<file path="src/rtl/exec_stage_mc.sv">
// Execute stage: K-stage operand forwarding, single-cycle ALU, iterative shift-add MUL/MLA,
// NZCV ownership and ready/valid back-pressure toward decode while a multiply is in flight.
module exec_stage_mc #(
   parameter int WORD               = 32,
   parameter int ADDR_WIDTH         = 4,
   parameter int NUM_OPERANDS       = 3,
   parameter int NUM_FWD_STAGES     = 2,
   parameter int MUL_BITS_PER_CYCLE = 4
) (
   input  logic                               clk_i,
   input  logic                               rst_n_i,
   input  logic                               valid_i,
   output logic                               ready_o,
   input  logic                               flush_i,
   input  logic [2:0]                         op_i,
   input  logic                               update_flag_i,
   input  logic                               b_is_imm_i,
   input  logic [WORD-1:0]                    imm_i,
   input  logic [NUM_OPERANDS*ADDR_WIDTH-1:0] reg_addr_i,
   input  logic [NUM_OPERANDS*WORD-1:0]       reg_data_i,
   input  logic [NUM_FWD_STAGES-1:0]          fwd_we_i,
   input  logic [NUM_FWD_STAGES*ADDR_WIDTH-1:0] fwd_dest_i,
   input  logic [NUM_FWD_STAGES*WORD-1:0]     fwd_data_i,
   input  logic [$clog2(NUM_OPERANDS)-1:0]    store_sel_i,
   output logic [WORD-1:0]                    store_data_o,
   output logic [WORD-1:0]                    result_o,
   output logic                               result_valid_o,
   output logic [3:0]                         flags_o
);

   localparam int MUL_STEPS = WORD / MUL_BITS_PER_CYCLE;
   localparam int CNT_W     = $clog2(MUL_STEPS + 1);

   localparam logic [2:0] OP_ADD = 3'd0;
   localparam logic [2:0] OP_SUB = 3'd1;
   localparam logic [2:0] OP_AND = 3'd2;
   localparam logic [2:0] OP_ORR = 3'd3;
   localparam logic [2:0] OP_EOR = 3'd4;
   localparam logic [2:0] OP_MOV = 3'd5;
   localparam logic [2:0] OP_MLA = 3'd7;

   typedef enum logic {IDLE, MUL} state_e;

   state_e           state_q;
   logic [WORD-1:0]  result_q;
   logic             resultValid_q;
   logic [3:0]       flags_q;
   logic [WORD-1:0]  mcand_q;
   logic [WORD-1:0]  mplier_q;
   logic [WORD-1:0]  acc_q;
   logic             updFlag_q;
   logic [CNT_W-1:0] cnt_q;

   logic [WORD-1:0]  opnd [NUM_OPERANDS];
   logic [WORD-1:0]  opA;
   logic [WORD-1:0]  opB;
   logic [WORD-1:0]  opC;
   logic [WORD-1:0]  storeData;
   logic [WORD-1:0]  bEff;
   logic [WORD:0]    sumExt;
   logic [WORD-1:0]  aluRes;
   logic             aluC;
   logic             aluV;
   logic [WORD-1:0]  partial;
   logic [WORD-1:0]  mulNext;

   // Oldest stage is applied first so the youngest matching stage overrides it.
   always_comb begin
      for (int j = 0; j < NUM_OPERANDS; j++) begin
         opnd[j] = reg_data_i[j*WORD +: WORD];
         for (int k = NUM_FWD_STAGES - 1; k >= 0; k--) begin
            if (fwd_we_i[k] &&
                fwd_dest_i[k*ADDR_WIDTH +: ADDR_WIDTH] == reg_addr_i[j*ADDR_WIDTH +: ADDR_WIDTH])
               opnd[j] = fwd_data_i[k*WORD +: WORD];
         end
      end
   end

   always_comb begin
      opC       = '0;
      storeData = '0;
      for (int j = 0; j < NUM_OPERANDS; j++) begin
         if (j == 2) opC = opnd[j];
         if (int'(store_sel_i) == j) storeData = opnd[j];
      end
   end

   assign opA          = opnd[0];
   assign opB          = b_is_imm_i ? imm_i : opnd[1];
   assign store_data_o = storeData;

   always_comb begin
      bEff   = (op_i == OP_SUB) ? ~opB : opB;
      sumExt = {1'b0, opA} + {1'b0, bEff} + (WORD+1)'(op_i == OP_SUB);
      aluRes = sumExt[WORD-1:0];
      aluC   = flags_q[1];
      aluV   = flags_q[0];
      case (op_i)
         OP_ADD, OP_SUB: begin
            aluC = sumExt[WORD];
            aluV = (opA[WORD-1] == bEff[WORD-1]) && (sumExt[WORD-1] != opA[WORD-1]);
         end
         OP_AND:  aluRes = opA & opB;
         OP_ORR:  aluRes = opA | opB;
         OP_EOR:  aluRes = opA ^ opB;
         OP_MOV:  aluRes = opB;
         default: aluRes = sumExt[WORD-1:0];
      endcase
   end

   // The accumulator starts at C for MLA, so the final step already holds A*B+C.
   always_comb begin
      partial = '0;
      for (int i = 0; i < MUL_BITS_PER_CYCLE; i++) begin
         if (mplier_q[i]) partial = partial + (mcand_q << i);
      end
      mulNext = acc_q + partial;
   end

   always_ff @(posedge clk_i or negedge rst_n_i) begin
      if (!rst_n_i) begin
         state_q       <= IDLE;
         result_q      <= '0;
         resultValid_q <= 1'b0;
         flags_q       <= '0;
         mcand_q       <= '0;
         mplier_q      <= '0;
         acc_q         <= '0;
         updFlag_q     <= 1'b0;
         cnt_q         <= '0;
      end else begin
         resultValid_q <= 1'b0;
         case (state_q)
            IDLE: begin
               if (valid_i && !flush_i) begin
                  if (op_i[2:1] == 2'b11) begin
                     mcand_q   <= opA;
                     mplier_q  <= opB;
                     acc_q     <= (op_i == OP_MLA) ? opC : '0;
                     updFlag_q <= update_flag_i;
                     cnt_q     <= CNT_W'(MUL_STEPS - 1);
                     state_q   <= MUL;
                  end else begin
                     result_q      <= aluRes;
                     resultValid_q <= 1'b1;
                     if (update_flag_i)
                        flags_q <= {aluRes[WORD-1], aluRes == '0, aluC, aluV};
                  end
               end
            end
            MUL: begin
               if (flush_i) begin
                  state_q <= IDLE;
               end else begin
                  acc_q    <= mulNext;
                  mcand_q  <= mcand_q << MUL_BITS_PER_CYCLE;
                  mplier_q <= mplier_q >> MUL_BITS_PER_CYCLE;
                  if (cnt_q == '0) begin
                     result_q      <= mulNext;
                     resultValid_q <= 1'b1;
                     if (updFlag_q)
                        flags_q <= {mulNext[WORD-1], mulNext == '0, flags_q[1:0]};
                     state_q <= IDLE;
                  end else begin
                     cnt_q <= cnt_q - 1'b1;
                  end
               end
            end
            default: state_q <= IDLE;
         endcase
      end
   end

   assign ready_o        = (state_q == IDLE);
   assign result_o       = result_q;
   assign result_valid_o = resultValid_q;
   assign flags_o        = flags_q;

endmodule

</file>
<file path="config.mk">
export PLATFORM = sky130hd
export DESIGN_NAME = exec_stage_mc
export DESIGN_NICKNAME = d
export VERILOG_FILES = /design/src/rtl/exec_stage_mc.sv
export SDC_FILE = /design/constraint.sdc
export NUM_CORES = 1
export LEC_CHECK = 0
export BUFFER_PORTS_ARGS = -buffer_cell sky130_fd_sc_hd__buf_2
export CAP_MARGIN = 25
export CORE_MARGIN = 2
export CORE_UTILIZATION = 40
export CTS_BUF_LIST = sky130_fd_sc_hd__clkbuf_8
export DETAILED_ROUTE_END_ITERATION = 16
export GPL_TIMING_DRIVEN = 0
export PLACE_DENSITY = 0.58
export SLEW_MARGIN = 10
export SYNTH_ARGS = -nofsm -noshare
export SYNTH_HDL_FRONTEND = slang
export SYNTH_SLANG_ARGS = --single-unit
export TNS_END_PERCENT = 50
</file>
<file path="constraint.sdc">
create_clock -name clk_i -period 19.63 [get_ports clk_i]
set_input_delay 1.963 -clock clk_i [delete_from_list [all_inputs] [get_ports clk_i]]
set_output_delay 1.963 -clock clk_i [all_outputs]
set_load 0.01 [all_outputs]
</file>
## Word level (Yosys, flattened, before mapping)

Cells that the tools add are included.

| cells by class | value |
|---|---|
| muxes and demuxes | 58 |
| bitwise logic cells | 5 |
| equal/unequal tests | 26 |
| reduce and logical (&&, ||, !) cells | 21 |
| add/subtract/negate cells | 7 |

Operator list:

| kind | count |
|---|---|
| 2-to-1 mux 32 bit | 29 |
| one-hot mux 32 bit (2 select lines) | 4 |
| adder 32 bit | 4 |
| one-hot mux 32 bit (4 select lines) | 1 |
| logical NOT 32 bit | 2 |
| 2-to-1 mux 4 bit | 10 |
| adder 32 x 32 -> 33 bit | 1 |
| adder 33 x 1 -> 33 bit | 1 |
| AND 32 bit | 1 |
| NOT 32 bit | 1 |
| bitwise OR 32 bit | 1 |
| bitwise XOR 32 bit | 1 |
| == test 4 bit | 6 |
| one-hot mux 4 bit (2 select lines) | 2 |
| != test 2 x 1 -> 1 bit (second input constant) | 6 |
| 2-to-1 mux 1 bit | 10 |
| == test 3 bit (second input constant) | 3 |
| logical AND 1 bit | 8 |
| AND reduction 4 bit | 2 |
| == test 2 bit (second input constant) | 3 |
| == test 3 x 2 -> 1 bit (second input constant) | 2 |
| != test 2 bit (second input constant) | 3 |
| AND reduction 3 bit | 2 |
| AND reduction 6 bit | 1 |
| 12 further kinds | 13 |

| storage, ports and cells | value |
|---|---|
| logic and storage cells | 127 |
| input port bits | 225 |
| register bits after elaboration | 139 |

## Depth between registers and ports, before layout

| depth | value |
|---|---|
| word-level depth | 16 |
| mapped depth | 52 |
| gate-level depth less buffers | 49 |

## Worst setup path before layout

Ideal clock, no wire load.

| timing | value |
|---|---|
| path type | register to register |
| from | register mplier_q[0] |
| to | register flags_q[3], in the netlist flags_o[3] |
| data required time | 19505 ps |
| setup slack | 10757 ps |
| data arrival time | 8748 ps |
| period minus slack after synthesis | 8873 ps |
| stages on the path, launching flop included | 46 |
| buffers on the path | 3 |
| cell sequence | dfrtp_1 -> buf_2 -> clkbuf_1 -> clkbuf_1 -> nand2_1 -> inv_1 -> ha_1 -> a21oi_1 -> maj3_1 -> nor2_1 -> a32o_1 -> a21o_1 -> a21o_1 -> a21o_1 -> a21o_1 -> a21oi_1 -> xor2_1 -> mux2i_1 -> (+10 left out) -> a2111oi_0 -> inv_1 -> o21ai_0 -> nor2_1 -> nor3_1 -> a311o_1 -> o21ba_2 -> xnor2_1 -> mux2_2 -> ha_1 -> a21o_1 -> a21oi_1 -> nand2_1 -> xnor2_1 -> xnor3_2 -> xnor2_1 -> mux2_4 -> mux2_4 |

| on the way | value |
|---|---|
| longest elaborated chain between the ends | 12 |

RTL lines:

| item | RTL line | text |
|---|---|---|
| start, declared | 49 | `logic [WORD-1:0] mplier_q;` |
| start signal, assigned | 138 | `mplier_q <= opB;` |
| start signal, assigned | 157 | `mplier_q <= mplier_q >> MUL_BITS_PER_CYCLE;` |
| 2-to-1 mux 32 bit * | 115 | `if (mplier_q[i]) partial = partial + (mcand_q << i);` |
| adder 32 bit | 115 |  |
| 2-to-1 mux 32 bit * | 115 |  |
| adder 32 bit | 115 |  |
| 2-to-1 mux 32 bit * | 115 |  |
| adder 32 bit | 115 |  |
| 2-to-1 mux 32 bit * | 115 |  |
| adder 32 bit * | 117 | `mulNext = acc_q + partial;` |
| 2-to-1 mux 4 bit * | 161 | `if (updFlag_q)` |
| 2-to-1 mux 4 bit * | 158 | `if (cnt_q == '0) begin` |
| 2-to-1 mux 4 bit * | 152 | `if (flush_i) begin` |
| one-hot mux 4 bit (2 select lines) * | 133 | `case (state_q)` |
| end signal, assigned | 147 | `flags_q <= {aluRes[WORD-1], aluRes == '0, aluC, aluV};` |
| end signal, assigned | 162 | `flags_q <= {mulNext[WORD-1], mulNext == '0, flags_q[1:0]};` |
| end, declared | 47 | `logic [3:0] flags_q;` |

Mark *: on every way between the ends. The rest lies on a longest branch, timed or not. The select of a mux whose other input is x is not followed.
A chain may end at the register's enable or synchronous reset.

## Worst setup path after layout

| timing | value |
|---|---|
| from | register mplier_q[0] |
| to | register flags_q[2], in the netlist flags_o[2] |

| on the way | value |
|---|---|
| longest elaborated chain between the ends | 13 |

RTL lines:

| item | RTL line |
|---|---|
| 2-to-1 mux 32 bit * | 115 |
| adder 32 bit | 115 |
| 2-to-1 mux 32 bit * | 115 |
| adder 32 bit | 115 |
| 2-to-1 mux 32 bit * | 115 |
| adder 32 bit | 115 |
| 2-to-1 mux 32 bit * | 115 |
| adder 32 bit * | 117 |
| logical NOT 32 bit * | 162 |
| 2-to-1 mux 4 bit * | 161 |
| 2-to-1 mux 4 bit * | 158 |
| 2-to-1 mux 4 bit * | 152 |
| one-hot mux 4 bit (2 select lines) * | 133 |

Marked as above.

==> out/qor.yml <==
status: "complete, no violations"
synth_top_area_share_pct: 16.4
async_flop_share_pct: 100
cp.arrival_ps: 11850
finalCoreUtilization_pct: 46.2
nets: 3611
die_x_um: 234
numPortBuffers: 291
slew_headroom_pct: 19.0
fp.dieArea_mm2: 0.0548
hold_buffers: 0
yosys_register_bits: 139
syn_to_final_growth_pct: 14.5
rsz0062_at_grt: "false"
critPathKind: "register to register"
ys_types: 101
post-dp-hpwl_um: 91300
rows: 84
detail-route-antenna-nets: 0
busiest_layer: "met2"
numCtsBuffers: 17
ios: 295
synthCells: 2820
ys.flop_type: "dfrtp_1"
placed_cell_area_mm2: 0.0238
finalMaxSlewViolations: 0
yosysWarnings: 0
synth_area_per_cell_um2: 7.51
grt_max_degree: 85
cts_sinks: 139
yosys-top-cells-count: "322 x nand2_1, 258 x o21ai_0, 253 x a21oi_1"
wirelength_um: 110000
vdd_ir_drop_max_mv: 0.109
die-height_um: 234
tightest_slew_ps: 1210
skew_ps: 27.5
core-area_mm2: 0.0524
path_delay_family: "compound AO/OA/AOI/OAI gates"
cts-resized-gates: 0
viasPerCell: 6.21
yosys.area.top_type: "dfrtp_1"
fmax_ghz: 0.0875
cp_common_cell: "a21oi_1"
fin_cells: 3869
power_density_mw_per_mm2: 172
hp-class: "register to register"
cts.clk_slew.worst_paths_ps: 90
use_met2_pct: 62.6
yosysSeqAreaShare_pct: 16.4
gp_congestion: 1.03
detail_route.iter0.violations: 2257
ys_top_cells_by_area: "dfrtp_1 16%, ha_1 13%, mux2i_1 9.2%"
use_met1_pct: 50.8
end_kind: "register"
worstSkewPairLatency_ps: 520
synth_fp_nets: 3266
report.power.total_uw: 4170
cts_tree: "yes"
drive_gt1_share_pct: 15.5
cts-root-buf: "clkbuf_8"
vias: 24011
setup_viol: 0
wl_per_cell_um: 28.4
finalCritPeriodShare_pct: 58.2
cp_max_fo: 10
critPathRequiredTime_ps: 20050
hold_viol_final: 0
startpoint_type: "register"
drt-pass1-iter-count: 6
antenna_found_initial: 8
cp_slowest_stage_delay_ps: 770
cts_htree_levels: 4
grt_use_total_pct: 39.2
final_area_mm2: 0.0242
cap_violations: 0
start_util_pct: 40.4
r2r_setup_slack_ps: 8200
syn_area_mm2: 0.0212
synth_edf_count: 0
fill_cells: 5441
dp.cells: 3829
total_leakage_power_uw: 0.0116
first_global_vias: 23272
yosysMostFrequentCell: "nand2_1"
cpMaxStageDelayCell: "a2111oi_0"
gr-total-overflow: 0
min_period_ps: 11430
route.detailed.drc: 0
post_cts_buffers: 0
final.setup.tns_ps: 0
grtUsageMet3_pct: 6.08
crit_buf_inv: 5
grt_pass1_wl_um: 155000
clk_path_buf_depth: 2
==> area by class of cell <==
cell class | instances | area [um2] | area share, %
Multi-Input combinational cell | 2399 | 16600 | 68.5
Buffer | 151 | 602 | 2.48
Timing Repair Buffer | 326 | 1770 | 7.31
Tap cell | 688 | 861 | 3.55
Antenna cell | 4 | 10.0 | 0.0413
Inverter | 131 | 497 | 2.05
Clock buffer | 17 | 234 | 0.965
Sequential cell | 139 | 3480 | 14.3
Clock inverter | 14 | 171 | 0.707
==> logic make-up after synthesis <==
| kind of cell | after synthesis | synth area share [%] |
|---|---|---|
| XOR/XNOR | 175 | 7.31 |
| AND/OR/NAND/NOR | 844 | 18.4 |
| adder cells (fa/ha/maj) | 222 | 13.3 |
| flip-flops | 139 | 16.4 |
| multiplexers | 258 | 12.6 |
| AO/OA/AOI/OAI | 900 | 26.8 |
| buffers and inverters | 282 | 5.17 |
==> layout by cell type (no fill, tap or decap), drive strengths merged, types with 101 or more instances in the layout <==
master and instances:
ha 216, dfrtp 139, clkbuf 136, buf 357
xnor2 101, mux2i 195, nor2 225, o21ai 269
inv 134, nand2 323, a21oi 255
==> path summary, 6_finish.rpt <==
path                                    startpoint                  endpoint  depth (start not counted)
hold / removal              flags_o[1]$_DFFE_PN0P_    flags_o[1]$_DFFE_PN0P_                          2
setup / recovery           mplier_q[0]$_DFFE_PN0P_    flags_o[2]$_DFFE_PN0P_                         43
min in group asynchronous                  rst_n_i  result_o[10]$_DFFE_PN0P_                          1
hold reg to reg             flags_o[1]$_DFFE_PN0P_    flags_o[1]$_DFFE_PN0P_                          2
max in group asynchronous                  rst_n_i   mplier_q[4]$_DFFE_PN0P_                          2
setup reg to reg           mplier_q[0]$_DFFE_PN0P_    flags_o[2]$_DFFE_PN0P_                         43
==> registers in the layout, indices dropped and copies added (netlist names) <==
name / cells
acc_q: 32
cnt_q: 4
flags_o: 4
mcand_q: 32
mplier_q: 32
result_o: 32
result_valid_o: 1
state_q: 1
updFlag_q: 1
==> through the flow <==
step           worst slack, ps  hold slack [ps]
2_1_floorplan            10760              449
3_5_place_dp              8300              469
6_report                  8200              487
3_3_place_gp              8520              462
5_1_grt                   7610              510
4_1_cts                   8260              493
==> worst reg2reg max path: cells and delay by family, from the launching register on <==
family	cells	cell delay, ps
AND/OR/NAND/NOR	8	2390
buffers and inverters	5	1520
XOR/XNOR	4	520
flip-flops	1	400
multiplexers	3	700
adder cells (fa/ha/maj)	5	1450
AO/OA/AOI/OAI	18	4360
==> per-layer routing <==
metal	share of wire, %	up-vias	routed length, um
li1	-	10900	-
met1	42	11626	45700
met2	44	1228	48500
met3	8.0	251	8750
met4	6.1	6	6740
met5	0.039	-	43
==> power by group <==
part,leakage [uW],internal [uW],switching [uW],total [uW]
sequential,0.00170,381,109,490
clock,0.000198,125,138,263
combinational,0.00973,1330,2080,3410
Power figures use the tool's default switching activity.
